## src/rtl/tnew_track_if.sv

```systemverilog
// Bundle of D-stage issue inputs and E/M/W hazard outputs of tnew_track.
// The master side drives D; the slave side is the tracker.
interface tnew_track_if #(
  parameter int TW = 32
);
  logic          stop;
  logic          flush;
  logic [4:0]    D_A1;
  logic [4:0]    D_A2;
  logic [4:0]    D_A3;
  logic [TW-1:0] D_Tnew;
  logic [1:0]    D_md_start;
  logic          D_use_md;
  logic [4:0]    E_A3;
  logic [4:0]    M_A3;
  logic [4:0]    W_A3;
  logic [TW-1:0] E_Tnew;
  logic [TW-1:0] M_Tnew;
  logic [TW-1:0] W_Tnew;
  logic [1:0]    fwd_A1;
  logic [1:0]    fwd_A2;
  logic          md_busy;
  logic          md_stall;

  modport master (
    output stop, flush, D_A1, D_A2, D_A3, D_Tnew, D_md_start, D_use_md,
    input  E_A3, M_A3, W_A3, E_Tnew, M_Tnew, W_Tnew,
    input  fwd_A1, fwd_A2, md_busy, md_stall
  );

  modport slave (
    input  stop, flush, D_A1, D_A2, D_A3, D_Tnew, D_md_start, D_use_md,
    output E_A3, M_A3, W_A3, E_Tnew, M_Tnew, W_Tnew,
    output fwd_A1, fwd_A2, md_busy, md_stall
  );
endinterface

```

## src/rtl/tnew_track.sv

```systemverilog
// Tnew/Tuse producer: carries A3/Tnew through E, M, W and derives forwarding selects.
// Define TNEW_TRACK_MDU_EN to add multiply/divide unit occupancy tracking.
module tnew_track #(
  parameter int TW       = 32,
  parameter int MULT_CYC = 5,
  parameter int DIV_CYC  = 10
) (
  input  logic        clk,
  input  logic        reset,
  tnew_track_if.slave tif
);

  logic          bubble;
  logic [4:0]    a3_p0, a3_p1, a3_p2;
  logic [TW-1:0] tnew_p0, tnew_p1, tnew_p2;
  logic          vld_p0, vld_p1, vld_p2;

  function automatic logic [TW-1:0] sat_dec(input logic [TW-1:0] v);
    return (v == '0) ? '0 : v - {{(TW-1){1'b0}}, 1'b1};
  endfunction

  // The youngest stage writing src decides; if it is still producing, no older stage may be used.
  function automatic logic [1:0] fwd_sel(input logic [4:0] src);
    logic [1:0] sel;
    sel = 2'd0;
    if (src != 5'd0) begin
      if (vld_p0 && a3_p0 == src)      sel = (tnew_p0 == '0) ? 2'd1 : 2'd0;
      else if (vld_p1 && a3_p1 == src) sel = (tnew_p1 == '0) ? 2'd2 : 2'd0;
      else if (vld_p2 && a3_p2 == src) sel = (tnew_p2 == '0) ? 2'd3 : 2'd0;
    end
    return sel;
  endfunction

  assign bubble = tif.stop | tif.flush;

  always_ff @(posedge clk or posedge reset) begin
    if (reset) begin
      a3_p0   <= '0;
      a3_p1   <= '0;
      a3_p2   <= '0;
      tnew_p0 <= '0;
      tnew_p1 <= '0;
      tnew_p2 <= '0;
      vld_p0  <= 1'b0;
      vld_p1  <= 1'b0;
      vld_p2  <= 1'b0;
    end else begin
      // D -> E
      if (bubble) begin
        a3_p0   <= '0;
        tnew_p0 <= '0;
        vld_p0  <= 1'b0;
      end else begin
        a3_p0   <= tif.D_A3;
        tnew_p0 <= (tif.D_A3 != 5'd0) ? tif.D_Tnew : '0;
        vld_p0  <= (tif.D_A3 != 5'd0);
      end
      // E -> M
      a3_p1   <= a3_p0;
      tnew_p1 <= sat_dec(tnew_p0);
      vld_p1  <= vld_p0;
      // M -> W
      a3_p2   <= a3_p1;
      tnew_p2 <= sat_dec(tnew_p1);
      vld_p2  <= vld_p1;
    end
  end

  assign tif.E_A3   = a3_p0;
  assign tif.M_A3   = a3_p1;
  assign tif.W_A3   = a3_p2;
  assign tif.E_Tnew = tnew_p0;
  assign tif.M_Tnew = tnew_p1;
  assign tif.W_Tnew = tnew_p2;

  always_comb begin
    tif.fwd_A1 = fwd_sel(tif.D_A1);
    tif.fwd_A2 = fwd_sel(tif.D_A2);
  end

`ifdef TNEW_TRACK_MDU_EN
  localparam int CW = $clog2(DIV_CYC + 1);

  logic [1:0]    md_flag_p0;
  logic [CW-1:0] md_cnt;
  logic          md_busy_w;

  // The start flag sits in E for one edge, then loads the countdown.
  always_ff @(posedge clk or posedge reset) begin
    if (reset) begin
      md_flag_p0 <= 2'b00;
      md_cnt     <= '0;
    end else begin
      md_flag_p0 <= bubble ? 2'b00 : tif.D_md_start;
      if (md_flag_p0 == 2'b01)      md_cnt <= CW'(MULT_CYC);
      else if (md_flag_p0 == 2'b10) md_cnt <= CW'(DIV_CYC);
      else if (md_cnt != '0)        md_cnt <= md_cnt - CW'(1);
    end
  end

  assign md_busy_w    = (md_cnt != '0) || (md_flag_p0 == 2'b01) || (md_flag_p0 == 2'b10);
  assign tif.md_busy  = md_busy_w;
  assign tif.md_stall = tif.D_use_md & md_busy_w;
`else
  localparam int unused_cyc = MULT_CYC + DIV_CYC;
  logic unused_md;

  assign unused_md    = ^{tif.D_md_start, tif.D_use_md};
  assign tif.md_busy  = 1'b0;
  assign tif.md_stall = 1'b0;
`endif

endmodule

```

## src/flat_wrapper.sv

```systemverilog
// flat-port wrapper written by rule: the top's interface ports become plain ports
module tnew_track_flat 
#(
  parameter int TW       = 32,
  parameter int MULT_CYC = 5,
  parameter int DIV_CYC  = 10
)
  (clk, reset, tif_stop, tif_flush, tif_D_A1, tif_D_A2, tif_D_A3, tif_D_Tnew, tif_D_md_start, tif_D_use_md, tif_E_A3, tif_M_A3, tif_W_A3, tif_E_Tnew, tif_M_Tnew, tif_W_Tnew, tif_fwd_A1, tif_fwd_A2, tif_md_busy, tif_md_stall);
  tnew_track_if #(.TW(TW)) tif_i ();
  input  logic clk;
  input  logic reset;
  input wire logic [$bits(tif_i.stop)-1:0] tif_stop;
  input wire logic [$bits(tif_i.flush)-1:0] tif_flush;
  input wire logic [$bits(tif_i.D_A1)-1:0] tif_D_A1;
  input wire logic [$bits(tif_i.D_A2)-1:0] tif_D_A2;
  input wire logic [$bits(tif_i.D_A3)-1:0] tif_D_A3;
  input wire logic [$bits(tif_i.D_Tnew)-1:0] tif_D_Tnew;
  input wire logic [$bits(tif_i.D_md_start)-1:0] tif_D_md_start;
  input wire logic [$bits(tif_i.D_use_md)-1:0] tif_D_use_md;
  output wire logic [$bits(tif_i.E_A3)-1:0] tif_E_A3;
  output wire logic [$bits(tif_i.M_A3)-1:0] tif_M_A3;
  output wire logic [$bits(tif_i.W_A3)-1:0] tif_W_A3;
  output wire logic [$bits(tif_i.E_Tnew)-1:0] tif_E_Tnew;
  output wire logic [$bits(tif_i.M_Tnew)-1:0] tif_M_Tnew;
  output wire logic [$bits(tif_i.W_Tnew)-1:0] tif_W_Tnew;
  output wire logic [$bits(tif_i.fwd_A1)-1:0] tif_fwd_A1;
  output wire logic [$bits(tif_i.fwd_A2)-1:0] tif_fwd_A2;
  output wire logic [$bits(tif_i.md_busy)-1:0] tif_md_busy;
  output wire logic [$bits(tif_i.md_stall)-1:0] tif_md_stall;
  assign tif_i.stop = tif_stop;
  assign tif_i.flush = tif_flush;
  assign tif_i.D_A1 = tif_D_A1;
  assign tif_i.D_A2 = tif_D_A2;
  assign tif_i.D_A3 = tif_D_A3;
  assign tif_i.D_Tnew = tif_D_Tnew;
  assign tif_i.D_md_start = tif_D_md_start;
  assign tif_i.D_use_md = tif_D_use_md;
  assign tif_E_A3 = tif_i.E_A3;
  assign tif_M_A3 = tif_i.M_A3;
  assign tif_W_A3 = tif_i.W_A3;
  assign tif_E_Tnew = tif_i.E_Tnew;
  assign tif_M_Tnew = tif_i.M_Tnew;
  assign tif_W_Tnew = tif_i.W_Tnew;
  assign tif_fwd_A1 = tif_i.fwd_A1;
  assign tif_fwd_A2 = tif_i.fwd_A2;
  assign tif_md_busy = tif_i.md_busy;
  assign tif_md_stall = tif_i.md_stall;
  tnew_track #(.TW(TW), .MULT_CYC(MULT_CYC), .DIV_CYC(DIV_CYC)) u_core (.clk(clk), .reset(reset), .tif(tif_i));
endmodule
```

## config.mk

```make
export PLATFORM = sky130hd
export DESIGN_NAME = tnew_track_flat
export DESIGN_NICKNAME = d
export VERILOG_FILES = /design/src/rtl/tnew_track_if.sv /design/src/rtl/tnew_track.sv /design/src/flat_wrapper.sv
export SDC_FILE = /design/constraint.sdc
export NUM_CORES = 1
export LEC_CHECK = 0
export BUFFER_PORTS_ARGS = -buffer_cell sky130_fd_sc_hd__buf_4
export CAP_MARGIN = 20
export CORE_UTILIZATION = 30
export CTS_CLUSTER_SIZE = 28
export DETAILED_ROUTE_END_ITERATION = 8
export PLACE_DENSITY_LB_ADDON = 0.08
export SLEW_MARGIN = 10
export SYNTH_ARGS = -nofsm -noshare
export SYNTH_HDL_FRONTEND = slang
export SYNTH_SLANG_ARGS = --single-unit
```

## constraint.sdc

```tcl
create_clock -name clk -period 3.85 [get_ports clk]
set_input_delay 0.5775 -clock clk [delete_from_list [all_inputs] [get_ports clk]]
set_output_delay 0.5775 -clock clk [all_outputs]
set_load 0.05 [all_outputs]
```

==> flow_summary.ini <==
[run_status]
status = finished clean

[synthesis]
netlist_instances = 480
synth_ff_type = dfrtp_1
synth_area_sq_um = 5150
synth_top_area_share_pct = 55.4
synth-seq-cells = 114
seq_area_frac_synth_pct = 55.4
postSynth.asyncResetShare_pct = 100
ys_types = 43
synth_edf_count = 0
netlist_top_cells_area = dfrtp_1 (55%), xnor2_1 (6.5%), xor2_1 (6.5%)
yosysWarnings = 0
synth_area_per_cell_sq_um = 10.7
synth_top_cell_by_area = dfrtp_1

[critical_path]
critPathMaxFanout = 7
ff2ff_path_depth = 6
cp-end-kind = output pin
cp-start-kind = flop
cp.required_ps = 3270
critPathArrivalTime_ps = 2940
worstSetupPathType = reg -> out

[global_routing]
grt_pass1_vias = 4166
grtUsageTotal_pct = 16.8
grt_pass1_wl_mm = 22.5
grt_max_degree = 81
overflow = 0
antenna_found_initial = 0

[die]
coreArea_sq_um = 16700
placementRows = 47
die_y_microns = 133
ios = 171
die_width_microns = 133
initial_core_util_pct = 30.9
die_area_sq_um = 17700

[placement]
placed_area_sq_um = 6660
port_buffers = 165
post-place-cells = 863
globalplace.congestion = 0.823
place_hpwl_mm = 11.0
dp_worst_setup_slack_ps = 716

[detailed_routing]
wl_met2_mm = 6.45
dr.first_iter.drc_count = 146
wirelength_met1_mm = 6.27
drc = 0
routed_wirelength_mm = 13.9
routed_via_density = 4.59
route.antenna.remaining_nets = 0
highest_layer = met4
met3WireLength_microns = 883
first_pass_iters = 4
wl_per_cell_microns = 15.6
vias = 4094

[clock_network]
h-tree-depth = 4
insertion_delay_ps = 410
cts_setup_buffers = 0
clock_sinks = 114
clock_path_buffers = 2
cts_root_buffer = clkbuf_16
clkTransAtPathRegs_ps = 50
cts_made_buffers = 17
cts_tree = yes

[cells_and_area]
finalNetCount = 719
nFillCells = 1654
postLayoutCellArea_sq_um = 7230
syn_to_final_growth_pct = 40.3
diodes = 0
drive_above_1_share_pct = 31.7
instances_no_fill = 892

[job]
maxCapViolations = 0

[sta]
worst_pin_slew_ps = 910
grt_setup_unrepaired = no
drv_slew = 0
finalWorstSetupSlack_ps = 332
slew_headroom_pct = 39.3
hold_violations = 0
tns_ps = 0
fin_skew_ps = 6.75
period_minus_slack_ps = 3520
fmax_mhz = 284
finalSetupViolCount = 0
fin_crit_sh_pct = 91.4

[power_and_ir_drop]
powerDensity_nw_per_um2 = 515
ir_drop_v = 0.000307
power_leakage_nw = 3.49

[min_path]
hp-class = in -> async
## per-layer routing
| layer | up-vias | global-route usage (%) |
|---|---|---|
| met2 | 138 | 26.3 |
| met5 | - | 0 |
| met3 | 22 | 4.79 |
| met1 | 1916 | 21.5 |
| li1 | 2018 | - |
| met4 | 0 | 7.60 |
## final timing paths
path / start / end / slack [ps]
max in group asynchronous: reset / u_core.tif.E_Tnew[0]$_DFF_PP0_ / 2890
max reg2reg: u_core.tif.M_Tnew[11]$_DFF_PP0_ / u_core.tif.W_Tnew[23]$_DFF_PP0_ / 1140
min in group clk: tif_D_Tnew[24] / u_core.tif.E_Tnew[24]$_DFF_PP0_ / 380
min reg2reg: u_core.vld_p1$_DFF_PP0_ / u_core.vld_p2$_DFF_PP0_ / 420
min: reset / u_core.tif.E_Tnew[28]$_DFF_PP0_ / 90
max: u_core.tif.M_Tnew[11]$_DFF_PP0_ / tif_fwd_A1[1] / 330
## cells in the mapped netlist (4+ instances only)
master      n
and3_1      4
nor4_1     24
nand4_1     7
buf_2       4
clkbuf_1    4
nor3_1     17
inv_1       6
dfrtp_1   114
nor3b_1     4
nor2_1     75
or4_1      11
nand2_1    19
a21oi_1     7
xnor2_1    38
xor2_1     38
or3_1      10
and2_1     40
nand3_1    13
mux2_2      4
o31ai_1     5
## sequential cells by signal, summed over array words and instances (netlist names)
register and cells:
u_core.tif.E_A3 5, u_core.tif.M_A3 5, u_core.tif.M_Tnew 32, u_core.vld_p2 1, u_core.vld_p1 1, u_core.vld_p0 1, u_core.tif.W_Tnew 32, u_core.tif.E_Tnew 32
u_core.tif.W_A3 5
## worst max-delay path: stages, from the launching register on
cell and delay, ps:
dfrtp_1 400, or4_1 660, nand2b_1 250, nand4b_1 260, or3_1 400, a211oi_1 310, buf_4 260
## where the power goes
part / switching [mW] / internal, mW
sequential: 0.120 / 1.30
combinational: 0.592 / 0.288
clock: 0.493 / 0.930
## through the flow
stage | utilization, % | hold WS, ps | total power [mW]
finish | 43.3 | 91.8 | 3.72
floorplan | - | 373 | 2.00
global route | 43.3 | 90.0 | 3.90
CTS | 43.1 | 353 | 3.77
global placement | 39.9 | 413 | 2.32
detailed placement | 39.9 | 412 | 2.32
## cells in the final DEF, fill, tap and decap left out, types with 10 or more instances in the layout
cell type / synthesis / layout
buf_4: 2 / 175
clkbuf_16: 0 / 17
nand3_1: 13 / 13
nand2_1: 19 / 19
or4_1: 11 / 11
or3_1: 10 / 10
nor4_1: 24 / 24
xor2_1: 38 / 38
xnor2_1: 38 / 38
dfrtp_1: 114 / 114
nor3_1: 17 / 17
and2_1: 40 / 40
nor2_1: 75 / 75
## layout make-up
cell class | count | area, sq um | share of cell area, %
sequential | 114 | 2850 | 39.5
multi-input combinational | 348 | 2200 | 30.4
timing repair buffer | 176 | 1340 | 18.5
clock buffer | 21 | 480 | 6.64
tap | 220 | 275 | 3.81
clock inverter | 7 | 60.1 | 0.831
inverter | 6 | 25.0 | 0.346
## cell families (layout without fill, tap and decap cells)
logic type / after synthesis / count (layout) / share of synthesized area [%]
compound gates: 21 / 21 / 2.65
flops: 114 / 114 / 55.4
buf+inv: 19 / 210 / 2.21
other cells: 1 / 2 / 0.0728
fa+ha+maj: 2 / 2 / 0.485
xor+xnor: 76 / 76 / 12.9
simple gates: 242 / 242 / 25.2
mux: 5 / 5 / 1.07
## what timing repair did
action / in CTS / in global routing
setup endpoints to repair: 0 / 1
hold buffers: 0 / 0
resized for setup: 0 / 1
endpoints found under the hold margin: 0 / 0
Power figures use the tool's default switching activity.
